$ cat config.mk
export PLATFORM = sky130hd
export DESIGN_NAME = slv_guard_recovery_ctrl_flat
export DESIGN_NICKNAME = d
export VERILOG_FILES = /design/src/rtl/slv_guard_recovery_pkg.sv /design/src/rtl/slv_guard_recovery_if.sv /design/src/rtl/slv_guard_recovery_tmr.sv /design/src/rtl/slv_guard_recovery_ctrl.sv /design/src/flat_wrapper.sv
export SDC_FILE = /design/constraint.sdc
export NUM_CORES = 1
export LEC_CHECK = 0
export CORE_ASPECT_RATIO = 1.4
export CORE_MARGIN = 5
export CORE_UTILIZATION = 44
export DETAILED_ROUTE_END_ITERATION = 10
export GPL_TIMING_DRIVEN = 0
export PLACE_DENSITY = 0.75
export SLEW_MARGIN = 20
export SYNTH_ARGS = -nofsm -noshare
export SYNTH_HDL_FRONTEND = slang
export SYNTH_SLANG_ARGS = --single-unit
$ cat constraint.sdc
create_clock -name clk_i -period 2 [get_ports clk_i]
set_clock_uncertainty 0.1 [all_clocks]
set_input_delay 0.3 -clock clk_i [delete_from_list [all_inputs] [get_ports clk_i]]
set_output_delay 0.3 -clock clk_i [all_outputs]
set_load 0.01 [all_outputs]
$ cat src/rtl/slv_guard_recovery_pkg.sv
// Shared types and constants for the slave-guard recovery controller.
package slv_guard_recovery_pkg;

   localparam int unsigned RecovCntWidth = 16;

   typedef logic [RecovCntWidth-1:0] recov_cnt_t;

   typedef enum logic [2:0] {
      IDLE     = 3'd0,
      ISOLATE  = 3'd1,
      RESET    = 3'd2,
      WAIT_RDY = 3'd3,
      SETTLE   = 3'd4,
      FATAL    = 3'd5
   } recov_state_e;

   // Timer width wide enough to hold the largest per-state cycle count.
   function automatic int unsigned tmr_width(input int unsigned a, input int unsigned b,
                                             input int unsigned c, input int unsigned d);
      int unsigned m;
      m = a;
      if (b > m) m = b;
      if (c > m) m = c;
      if (d > m) m = d;
      return $clog2(m + 1);
   endfunction

endpackage

$ cat src/rtl/slv_guard_recovery_if.sv
// Guard / subordinate control bundle seen by the recovery controller.
interface slv_guard_recovery_if #(
   parameter int unsigned MaxRetries = 3
);
   import slv_guard_recovery_pkg::*;

   localparam int unsigned RetryCntWidth = $clog2(MaxRetries + 1);

   logic                     ctrl_en_i;
   logic                     rst_req_i;
   logic                     irq_i;
   logic                     guard_ena_o;
   logic                     isolate_o;
   logic                     isolated_i;
   logic                     sub_rst_no;
   logic                     sub_rdy_i;
   logic                     rst_stat_o;
   logic                     busy_o;
   logic                     fatal_o;
   logic                     fatal_clr_i;
   logic [RetryCntWidth-1:0] retry_cnt_o;
   recov_cnt_t               recov_cnt_o;

   modport master (
      input  ctrl_en_i, rst_req_i, irq_i, isolated_i, sub_rdy_i, fatal_clr_i,
      output guard_ena_o, isolate_o, sub_rst_no, rst_stat_o, busy_o, fatal_o,
             retry_cnt_o, recov_cnt_o
   );

   modport slave (
      output ctrl_en_i, rst_req_i, irq_i, isolated_i, sub_rdy_i, fatal_clr_i,
      input  guard_ena_o, isolate_o, sub_rst_no, rst_stat_o, busy_o, fatal_o,
             retry_cnt_o, recov_cnt_o
   );

endinterface

$ cat src/rtl/slv_guard_recovery_tmr.sv
// Loadable down-counter; expired_o is registered and high while the count sits at zero.
module slv_guard_recovery_tmr #(
   parameter int unsigned Width = 9
) (
   input  logic             clk_i,
   input  logic             rst_ni,
   input  logic             load_i,
   input  logic [Width-1:0] val_i,
   output logic             expired_o
);

   logic [Width-1:0] cnt_q;

   // Holds at zero once reached; no wrap.
   always_ff @(posedge clk_i or negedge rst_ni) begin
      if (!rst_ni) begin
         cnt_q     <= '0;
         expired_o <= 1'b1;
      end else if (load_i) begin
         cnt_q     <= val_i;
         expired_o <= (val_i == '0);
      end else if (cnt_q != '0) begin
         cnt_q     <= cnt_q - Width'(1);
         expired_o <= (cnt_q == Width'(1));
      end
   end

endmodule

$ cat src/rtl/slv_guard_recovery_ctrl.sv
// Recovery sequencer for a guarded subordinate: isolate, reset, wait ready, acknowledge guard.
// Optional completed-recovery counter enabled by SLV_GUARD_RECOVERY_STATS_EN.
module slv_guard_recovery_ctrl #(
   parameter int unsigned IsoTimeout    = 64,
   parameter int unsigned RstHoldCycles = 16,
   parameter int unsigned RdyTimeout    = 256,
   parameter int unsigned SettleCycles  = 4,
   parameter int unsigned MaxRetries    = 3,
   parameter int unsigned TmrWidth      = slv_guard_recovery_pkg::tmr_width(
                                             IsoTimeout, RstHoldCycles, RdyTimeout, SettleCycles)
) (
   input logic                  clk_i,
   input logic                  rst_ni,
   slv_guard_recovery_if.master bus
);
   import slv_guard_recovery_pkg::*;

   localparam int unsigned RetryCntWidth = $clog2(MaxRetries + 1);

   recov_state_e             state_q, state_d;
   logic [RetryCntWidth-1:0] retry_q, retry_d;
   logic                     guard_ena_q, guard_ena_d;
   logic                     isolate_q, isolate_d;
   logic                     sub_rst_n_q, sub_rst_n_d;
   logic                     rst_stat_q, rst_stat_d;
   logic                     busy_q, busy_d;
   logic                     fatal_q, fatal_d;
   logic                     tmr_load, tmr_expired;
   logic [TmrWidth-1:0]      tmr_val;
   logic                     trigger;

   assign trigger = bus.rst_req_i | bus.irq_i;

   // Next state, timer reload and next registered outputs.
   always_comb begin
      state_d     = state_q;
      retry_d     = retry_q;
      tmr_val     = '0;
      guard_ena_d = 1'b0;
      isolate_d   = 1'b1;
      sub_rst_n_d = 1'b1;
      busy_d      = 1'b1;
      fatal_d     = 1'b0;

      case (state_q)
         IDLE:     if (trigger && bus.ctrl_en_i) state_d = ISOLATE;
         ISOLATE:  if (bus.isolated_i || tmr_expired) state_d = RESET;
         RESET:    if (tmr_expired) state_d = WAIT_RDY;
         WAIT_RDY: begin
            if (bus.sub_rdy_i) begin
               state_d = SETTLE;
            end else if (tmr_expired) begin
               retry_d = retry_q + RetryCntWidth'(1);
               state_d = (retry_q == RetryCntWidth'(MaxRetries - 1)) ? FATAL : RESET;
            end
         end
         SETTLE: begin
            if (tmr_expired) begin
               state_d = IDLE;
               retry_d = '0;
            end
         end
         FATAL: begin
            if (bus.fatal_clr_i) begin
               state_d = IDLE;
               retry_d = '0;
            end
         end
         default:  state_d = IDLE;
      endcase

      // Timer counts N-1 down to zero so each state lasts exactly N cycles.
      tmr_load = (state_d != state_q);
      case (state_d)
         ISOLATE:  tmr_val = TmrWidth'(IsoTimeout - 1);
         RESET:    tmr_val = TmrWidth'(RstHoldCycles - 1);
         WAIT_RDY: tmr_val = TmrWidth'(RdyTimeout - 1);
         SETTLE:   tmr_val = TmrWidth'(SettleCycles - 1);
         default:  tmr_val = '0;
      endcase

      case (state_d)
         IDLE: begin
            guard_ena_d = bus.ctrl_en_i;
            isolate_d   = 1'b0;
            busy_d      = 1'b0;
         end
         RESET:   sub_rst_n_d = 1'b0;
         FATAL: begin
            sub_rst_n_d = 1'b0;
            fatal_d     = 1'b1;
         end
         default: ;
      endcase

      rst_stat_d = (state_q == SETTLE) && (state_d == IDLE);
   end

   // State and output registers.
   always_ff @(posedge clk_i or negedge rst_ni) begin
      if (!rst_ni) begin
         state_q     <= IDLE;
         retry_q     <= '0;
         guard_ena_q <= 1'b0;
         isolate_q   <= 1'b0;
         sub_rst_n_q <= 1'b1;
         rst_stat_q  <= 1'b0;
         busy_q      <= 1'b0;
         fatal_q     <= 1'b0;
      end else begin
         state_q     <= state_d;
         retry_q     <= retry_d;
         guard_ena_q <= guard_ena_d;
         isolate_q   <= isolate_d;
         sub_rst_n_q <= sub_rst_n_d;
         rst_stat_q  <= rst_stat_d;
         busy_q      <= busy_d;
         fatal_q     <= fatal_d;
      end
   end

   slv_guard_recovery_tmr #(
      .Width (TmrWidth)
   ) u_tmr (
      .clk_i     (clk_i),
      .rst_ni    (rst_ni),
      .load_i    (tmr_load),
      .val_i     (tmr_val),
      .expired_o (tmr_expired)
   );

`ifdef SLV_GUARD_RECOVERY_STATS_EN
   recov_cnt_t recov_cnt_q;

   // Saturating count of completed recoveries, aligned with the rst_stat_o pulse.
   always_ff @(posedge clk_i or negedge rst_ni) begin
      if (!rst_ni) begin
         recov_cnt_q <= '0;
      end else if (rst_stat_d && (recov_cnt_q != '1)) begin
         recov_cnt_q <= recov_cnt_q + RecovCntWidth'(1);
      end
   end

   assign bus.recov_cnt_o = recov_cnt_q;
`else
   assign bus.recov_cnt_o = '0;
`endif

   assign bus.guard_ena_o = guard_ena_q;
   assign bus.isolate_o   = isolate_q;
   assign bus.sub_rst_no  = sub_rst_n_q;
   assign bus.rst_stat_o  = rst_stat_q;
   assign bus.busy_o      = busy_q;
   assign bus.fatal_o     = fatal_q;
   assign bus.retry_cnt_o = retry_q;

endmodule
$ cat src/flat_wrapper.sv
// flat-port wrapper written by rule: the top's interface ports become plain ports
module slv_guard_recovery_ctrl_flat import slv_guard_recovery_pkg::*;
#(
   parameter int unsigned IsoTimeout    = 64,
   parameter int unsigned RstHoldCycles = 16,
   parameter int unsigned RdyTimeout    = 256,
   parameter int unsigned SettleCycles  = 4,
   parameter int unsigned MaxRetries    = 3,
   parameter int unsigned TmrWidth      = slv_guard_recovery_pkg::tmr_width(
                                             IsoTimeout, RstHoldCycles, RdyTimeout, SettleCycles)
)
  (clk_i, rst_ni, bus_ctrl_en_i, bus_rst_req_i, bus_irq_i, bus_isolated_i, bus_sub_rdy_i, bus_fatal_clr_i, bus_guard_ena_o, bus_isolate_o, bus_sub_rst_no, bus_rst_stat_o, bus_busy_o, bus_fatal_o, bus_retry_cnt_o, bus_recov_cnt_o);
  slv_guard_recovery_if #(.MaxRetries(MaxRetries)) bus_i ();
  input logic clk_i;
  input logic rst_ni;
  input wire logic [$bits(bus_i.ctrl_en_i)-1:0] bus_ctrl_en_i;
  input wire logic [$bits(bus_i.rst_req_i)-1:0] bus_rst_req_i;
  input wire logic [$bits(bus_i.irq_i)-1:0] bus_irq_i;
  input wire logic [$bits(bus_i.isolated_i)-1:0] bus_isolated_i;
  input wire logic [$bits(bus_i.sub_rdy_i)-1:0] bus_sub_rdy_i;
  input wire logic [$bits(bus_i.fatal_clr_i)-1:0] bus_fatal_clr_i;
  output wire logic [$bits(bus_i.guard_ena_o)-1:0] bus_guard_ena_o;
  output wire logic [$bits(bus_i.isolate_o)-1:0] bus_isolate_o;
  output wire logic [$bits(bus_i.sub_rst_no)-1:0] bus_sub_rst_no;
  output wire logic [$bits(bus_i.rst_stat_o)-1:0] bus_rst_stat_o;
  output wire logic [$bits(bus_i.busy_o)-1:0] bus_busy_o;
  output wire logic [$bits(bus_i.fatal_o)-1:0] bus_fatal_o;
  output wire logic [$bits(bus_i.retry_cnt_o)-1:0] bus_retry_cnt_o;
  output wire logic [$bits(bus_i.recov_cnt_o)-1:0] bus_recov_cnt_o;
  assign bus_i.ctrl_en_i = bus_ctrl_en_i;
  assign bus_i.rst_req_i = bus_rst_req_i;
  assign bus_i.irq_i = bus_irq_i;
  assign bus_i.isolated_i = bus_isolated_i;
  assign bus_i.sub_rdy_i = bus_sub_rdy_i;
  assign bus_i.fatal_clr_i = bus_fatal_clr_i;
  assign bus_guard_ena_o = bus_i.guard_ena_o;
  assign bus_isolate_o = bus_i.isolate_o;
  assign bus_sub_rst_no = bus_i.sub_rst_no;
  assign bus_rst_stat_o = bus_i.rst_stat_o;
  assign bus_busy_o = bus_i.busy_o;
  assign bus_fatal_o = bus_i.fatal_o;
  assign bus_retry_cnt_o = bus_i.retry_cnt_o;
  assign bus_recov_cnt_o = bus_i.recov_cnt_o;
  slv_guard_recovery_ctrl #(.IsoTimeout(IsoTimeout), .RstHoldCycles(RstHoldCycles), .RdyTimeout(RdyTimeout), .SettleCycles(SettleCycles), .MaxRetries(MaxRetries), .TmrWidth(TmrWidth)) u_core (.clk_i(clk_i), .rst_ni(rst_ni), .bus(bus_i));
endmodule
==> flow_summary.toml, run 1 <==
[final_layout]
fin_area_um2 = 1764
n_antenna_cell = 0
area_growth_pct = 32.77
layout_commonest_cell = "buf_4"
stdcell_count = 219
drive_gt1_share_pct = 32.42
final_nets = 194
final_cell_mix = "buf_4, dfrtp_1, conb_1"

[clock_tree]
cts.htree.levels = 1
numCtsBuffers = 3
clockBufferDepth = 2
cts_root_buffer = "clkbuf_8"
clkLatencyLatePin_ns = 0.26
cts_num_sinks = 20
path_clk_slew_ns = 0.08
cts_tree = "yes"

[timing]
min_period_over_period_pct = 99.80
worstMarginPinSlew_ns = 0.8882
setup_viol = 0
setup_ws_ns = 0.004015
max_freq_mhz = 501.0
relSlewSlack_pct = 40.60
hold_violations = 0
fin_crit_ns = 1.996
rsz0062_at_grt = "true"
finalSetupTns_ns = 0
slew_viol_final = 0

[yosys]
synth-adder-area-share_pct = 4.520
synth_area_um2 = 1329
ys_warn_count = 0
yosys.area_share.simple_pct = 17.42
ys.flop_type = "dfrtp_1"
ys_ff_latch = 20
synth-xor-area-share_pct = 3.296
synthCells = 138
synth_edf_count = 0
synth_cell_types = 44
synth_top_family_by_area = "simple AND/OR/NAND/NOR gates"
muxShareOfSynthArea_pct = 4.049
synth_compound_area_share_pct = 17.33
async_flop_share_pct = 100.0
synth-seq-area-share_pct = 37.85
syn_avg_cell_area_um2 = 9.629

[floorplanning]
std_cell_rows = 23
start_util_pct = 46.17
io_pins = 32
die_h_um = 75.02
die_area_um2 = 4235
core_um2 = 2878
die_x_um = 56.45

[drt]
firstDrtPassIters = 4
dr_total_vias = 1104
wl_um = 3005
antenna_left = 0
post_drt_wl_per_cell_um = 13.72
via_per_inst = 5.041
route.detailed.drc = 0
drt_iter0_markers = 24

[worst_setup_path]
cp-end-kind = "flip-flop"
required_ns = 2.08
critPathMaxFanout = 4
start_kind = "flip-flop"
path_class = "flip-flop to flip-flop"
cp.arrival_ns = 2.07

[hold_path]
min_path_type = "primary input to async pin"

[pwr]
power.density_nw_per_um2 = 1509
power_leakage_uw = 0.0008351
ir_worst_vdd_mv = 0.8771
finalPower_uw = 2663

[outcome]
status = "complete, no violations"

[place]
placed_cells = 205
place_ws_ns = -0.2955
place_area_um2 = 1582
io_buffers = 15
dp_hpwl_um = 2192
gp_congestion = 0.8350

[global_route]
antenna_found_initial = 0
globalRouteOverflowTotal = 0
grt_max_degree = 21
grt_pass1_wl_um = 4767
grt.total_usage_pct = 14.56
grt_pass1_vias = 1067

[flow_run]
drv_cap = 0
## cells in the mapped netlist (all sizes together) (3+ instances only)
cell   number  area [um^2]
a21o        5        37.54
o21ai       9        45.04
mux2        3        33.78
dfrtp      18        450.4
ha          3        37.54
buf        21        172.7
nor3        5        36.29
nor2b       3        18.77
and3        3        18.77
nor2        8        32.54
inv         8        30.03
nor3b       3        22.52
nand2       6        22.52
a21oi       8        40.04
xor2        3        26.28
o21a        3        22.52
## layout make-up
class | count | area (um^2)
Fill cell | 252 | 1114
Multi-Input combinational cell | 104 | 735.7
Sequential cell | 20 | 503.0
Timing Repair Buffer | 26 | 232.7
Buffer | 20 | 161.4
Clock buffer | 4 | 55.05
Tap cell | 37 | 46.29
Inverter | 8 | 30.03
## stage by stage
step,hold slack [ns],util [%]
2_1_floorplan,-0.09559,-
3_3_place_gp,0.4359,54.96
3_5_place_dp,0.4585,54.96
4_1_cts,0.4590,58.13
5_1_grt,0.4945,61.30
6_report,0.4373,61.30
## sequential cells by signal (all words and copies together), names as in the netlist
register                flops
u_core.bus.sub_rst_no       1
u_core.bus.rst_stat_o       1
u_core.u_tmr.expired_o      1
u_core.state_q              3
u_core.bus.fatal_o          1
u_core.bus.isolate_o        1
u_core.u_tmr.cnt_q          9
u_core.bus.guard_ena_o      1
u_core.bus.retry_cnt_o      2
## report_power, final
part           leakage, uW  internal (uW)  switching (uW)
sequential        0.000244            583             146
combinational     0.000562            828             794
clock            0.0000288            175             138
## per-layer routing
metal  vias to the layer above  share of wire [%]  track usage (%)
li1                        541                  -                -
met1                       518                 39            16.33
met2                        40                 54            26.86
met3                         5                4.4            1.715
met4                         0                2.2            7.916
met5                         -                  0                0
## critical path, stage by stage, from the launching register on
cell and delay, ns:
dfrtp_1 0.39, inv_2 0.09, ha_4 0.13, nor2b_1 0.04, o21ai_1 0.15, nand4b_1 0.23, a21o_1 0.31, a21o_1 0.24
o31ai_2 0.22
## repair_timing
item / 4_1_cts / 5_1_grt
gates resized for setup: 3 / 11
cloned: 0 / 0
pin swaps: 4 / 14
setup endpoints to repair: 7 / 11
endpoints found under the hold margin: 0 / 0
hold buffers: 0 / 0
buffers inserted: 4 / 7
## cells by family (layout without fill, tap and decap cells)
logic type      after synthesis  after routing
flops                        20             20
simple gates                 39             39
fa+ha+maj                     5              5
buf+inv                      29             58
mux                           5              5
xor+xnor                      5              5
other cells                   1             16
compound gates               34             34
## final timing paths
kind                       slack [ns]                                  start  cells after the start                                 to
setup / recovery                0.004  u_core.bus.retry_cnt_o[0]$_DFFE_PN0P_                      8  u_core.u_tmr.cnt_q[7]$_DFFE_PN0P_
hold reg to reg                  0.47      u_core.u_tmr.cnt_q[8]$_DFFE_PN0P_                      1  u_core.u_tmr.cnt_q[8]$_DFFE_PN0P_
hold / removal                   0.44                                 rst_ni                      1   u_core.bus.guard_ena_o$_DFF_PN0_
max in group asynchronous        0.82                                 rst_ni                      1        u_core.state_q[2]$_DFF_PN0_
setup reg to reg                0.004  u_core.bus.retry_cnt_o[0]$_DFFE_PN0P_                      8  u_core.u_tmr.cnt_q[7]$_DFFE_PN0P_
min in group clk_i               0.47      u_core.u_tmr.cnt_q[8]$_DFFE_PN0P_                      1  u_core.u_tmr.cnt_q[8]$_DFFE_PN0P_
(Power assumes the default switching activity.)
==> run 2, diff against run 1 <==
CORE_UTILIZATION = 35   (was 44)
PLACE_DENSITY = default   (was 0.75)
==> run 2 against run 1 <==
Net effect:
- cell count increased by 3.7%
- worst hold slack improved by 0.022 ns
- sequential share of layout area decreased by 0.69 points
- power increased by 0.78%
- combinational power increased by 4%
- critical path type unchanged
- largest cell class unchanged
- highest routed layer unchanged
==> flow_summary.toml, run 2 (same netlist as run 1, synthesis figures left out) <==
[outcome]
status = "complete, no violations"

[timing]
relSlewSlack_pct = 38.56
max_freq_mhz = 508.7
hold_violations = 0
finalSetupTns_ns = 0
hold_ws_ns = 0.4589
worstMarginPinSlew_ns = 0.9187
min_period_over_period_pct = 98.29
setup_viol = 0
fin_crit_ns = 1.966
rsz0062_at_grt = "true"
slew_viol_final = 0

[global_route]
grt_max_degree = 21
grt.total_usage_pct = 12.29
grt_pass1_vias = 1154
antenna_found_initial = 0
grt_pass1_wl_um = 5078
globalRouteOverflowTotal = 0

[drt]
route.detailed.drc = 0
dr_total_vias = 1147
post_drt_wl_per_cell_um = 13.37
wl_met2_um = 1576
antenna_left = 0
firstDrtPassIters = 4
via_per_inst = 5.053
wl_um = 3036
drt_iter0_markers = 29
top_layer = "met4"
drt-met1-wl_um = 1282
met3_length_um = 97

[final_layout]
n_antenna_cell = 0
seqCellArea_um2 = 503.0
final_cell_mix = "buf_4, dfrtp_1, conb_1"
multi_input_area_um2 = 757.0
layout_commonest_cell = "buf_4"
fill_cells = 371
drive_gt1_share_pct = 36.22
area_growth_pct = 36.06
largest_reg_flops = 9
top_register = "u_core.u_tmr.cnt_q"
final_nets = 198

[clock_tree]
cts_tree = "yes"
clkLatencyLatePin_ns = 0.26
clockBufferDepth = 2
cts_num_sinks = 20
path_clk_slew_ns = 0.07
cts.htree.levels = 1
numCtsBuffers = 3
cts_root_buffer = "clkbuf_8"

[worst_setup_path]
start_kind = "flip-flop"
r2r_start = "u_core.u_tmr.cnt_q[6]$_DFFE_PN0P_"
critPathMaxFanout = 6
required_ns = 2.04
critical_path.startpoint = "u_core.u_tmr.cnt_q[6]$_DFFE_PN0P_"
path_class = "flip-flop to flip-flop"
cp-end-kind = "flip-flop"
cp.arrival_ns = 2.01

[floorplanning]
core_um2 = 3676
io_pins = 32
start_util_pct = 36.15
std_cell_rows = 26
die_x_um = 62.08
die_h_um = 82.91
die_area_um2 = 5146

[place]
io_buffers = 15
dp_hpwl_um = 2161
gp_congestion = 0.8363

[flow_run]
drv_cap = 0

[pwr]
power_leakage_uw = 0.0008577
finalPower_uw = 2684
power.density_nw_per_um2 = 1484
ir_worst_vdd_mv = 0.9224

[hold_path]
min_path_type = "primary input to async pin"
==> run 2: changes by cell type in the layout (fill, tap and decap cells not counted) <==
cell and change:
clkbuf_8 -1, and3_1 -1, buf_4 +4, or2_4 +1
a22oi_2 -1, nor3b_1 -1, nor3_2 +2, nor3_1 -2
a21o_1 -1, a21o_4 +1, or2_1 -1, nor3b_2 +1
and3_2 +1, a22oi_1 +1
==> run 2: layer usage <==
layer	global-route usage [%]	up-vias
met2	19.34	29
met4	6.178	0
met3	0.9317	6
li1	-	550
met5	0	-
met1	16.20	562
==> run 2: power by group <==
| group | internal, uW | switching, uW | total (uW) |
|---|---|---|---|
| registers | 583 | 146 | 729 |
| logic | 881 | 811 | 1690 |
| clock network | 134 | 128 | 262 |
==> run 2: through the flow <==
step / setup WS [ns] / area [um^2] / utilization, % / cells
3_3_place_gp: -0.2955 / 1588 / 43.19 / 210
3_5_place_dp: -0.2886 / 1588 / 43.19 / 210
6_report: 0.03430 / 1808 / 49.18 / 227
5_1_grt: -0.06010 / 1808 / 49.18 / 227
2_1_floorplan: 0.09924 / 1385 / - / 153
4_1_cts: 0.01251 / 1647 / 44.79 / 215
==> run 2: layout make-up <==
class / count / share of cell area (%)
sequential: 20 / 27.82
timing repair buffer: 30 / 14.53
inverter: 8 / 1.661
multi-input combinational: 104 / 41.87
buffer: 20 / 8.927
clock buffer: 3 / 2.284
tap: 42 / 2.907
==> run 2: worst max-delay path: stages, from the launching register on <==
cell     delay (ns)
dfrtp_1        0.40
or3_4          0.41
nor3_4         0.21
and3_4         0.26
or2_4          0.13
nor2_1         0.04
maj3_2         0.30
==> run 2: timing repair <==
item                                    4_1_cts  5_1_grt
endpoints found under the setup margin        6       13
setup buffers                                 2       13
gates resized for setup                       2       17
hold buffers                                  0        0
pin swaps                                     4       13
==> run 2: path summary, 6_finish.rpt <==
kind / end / slack [ns] / depth (start not counted)
setup / recovery: u_core.u_tmr.cnt_q[4]$_DFFE_PN0P_ / 0.03 / 6
hold / removal: u_core.bus.guard_ena_o$_DFF_PN0_ / 0.46 / 1
setup reg to reg: u_core.u_tmr.cnt_q[4]$_DFFE_PN0P_ / 0.03 / 6
hold reg to reg: u_core.u_tmr.cnt_q[8]$_DFFE_PN0P_ / 0.47 / 1
max in group asynchronous: u_core.u_tmr.cnt_q[5]$_DFFE_PN0P_ / 0.78 / 1
min in group clk_i: u_core.u_tmr.cnt_q[8]$_DFFE_PN0P_ / 0.47 / 1
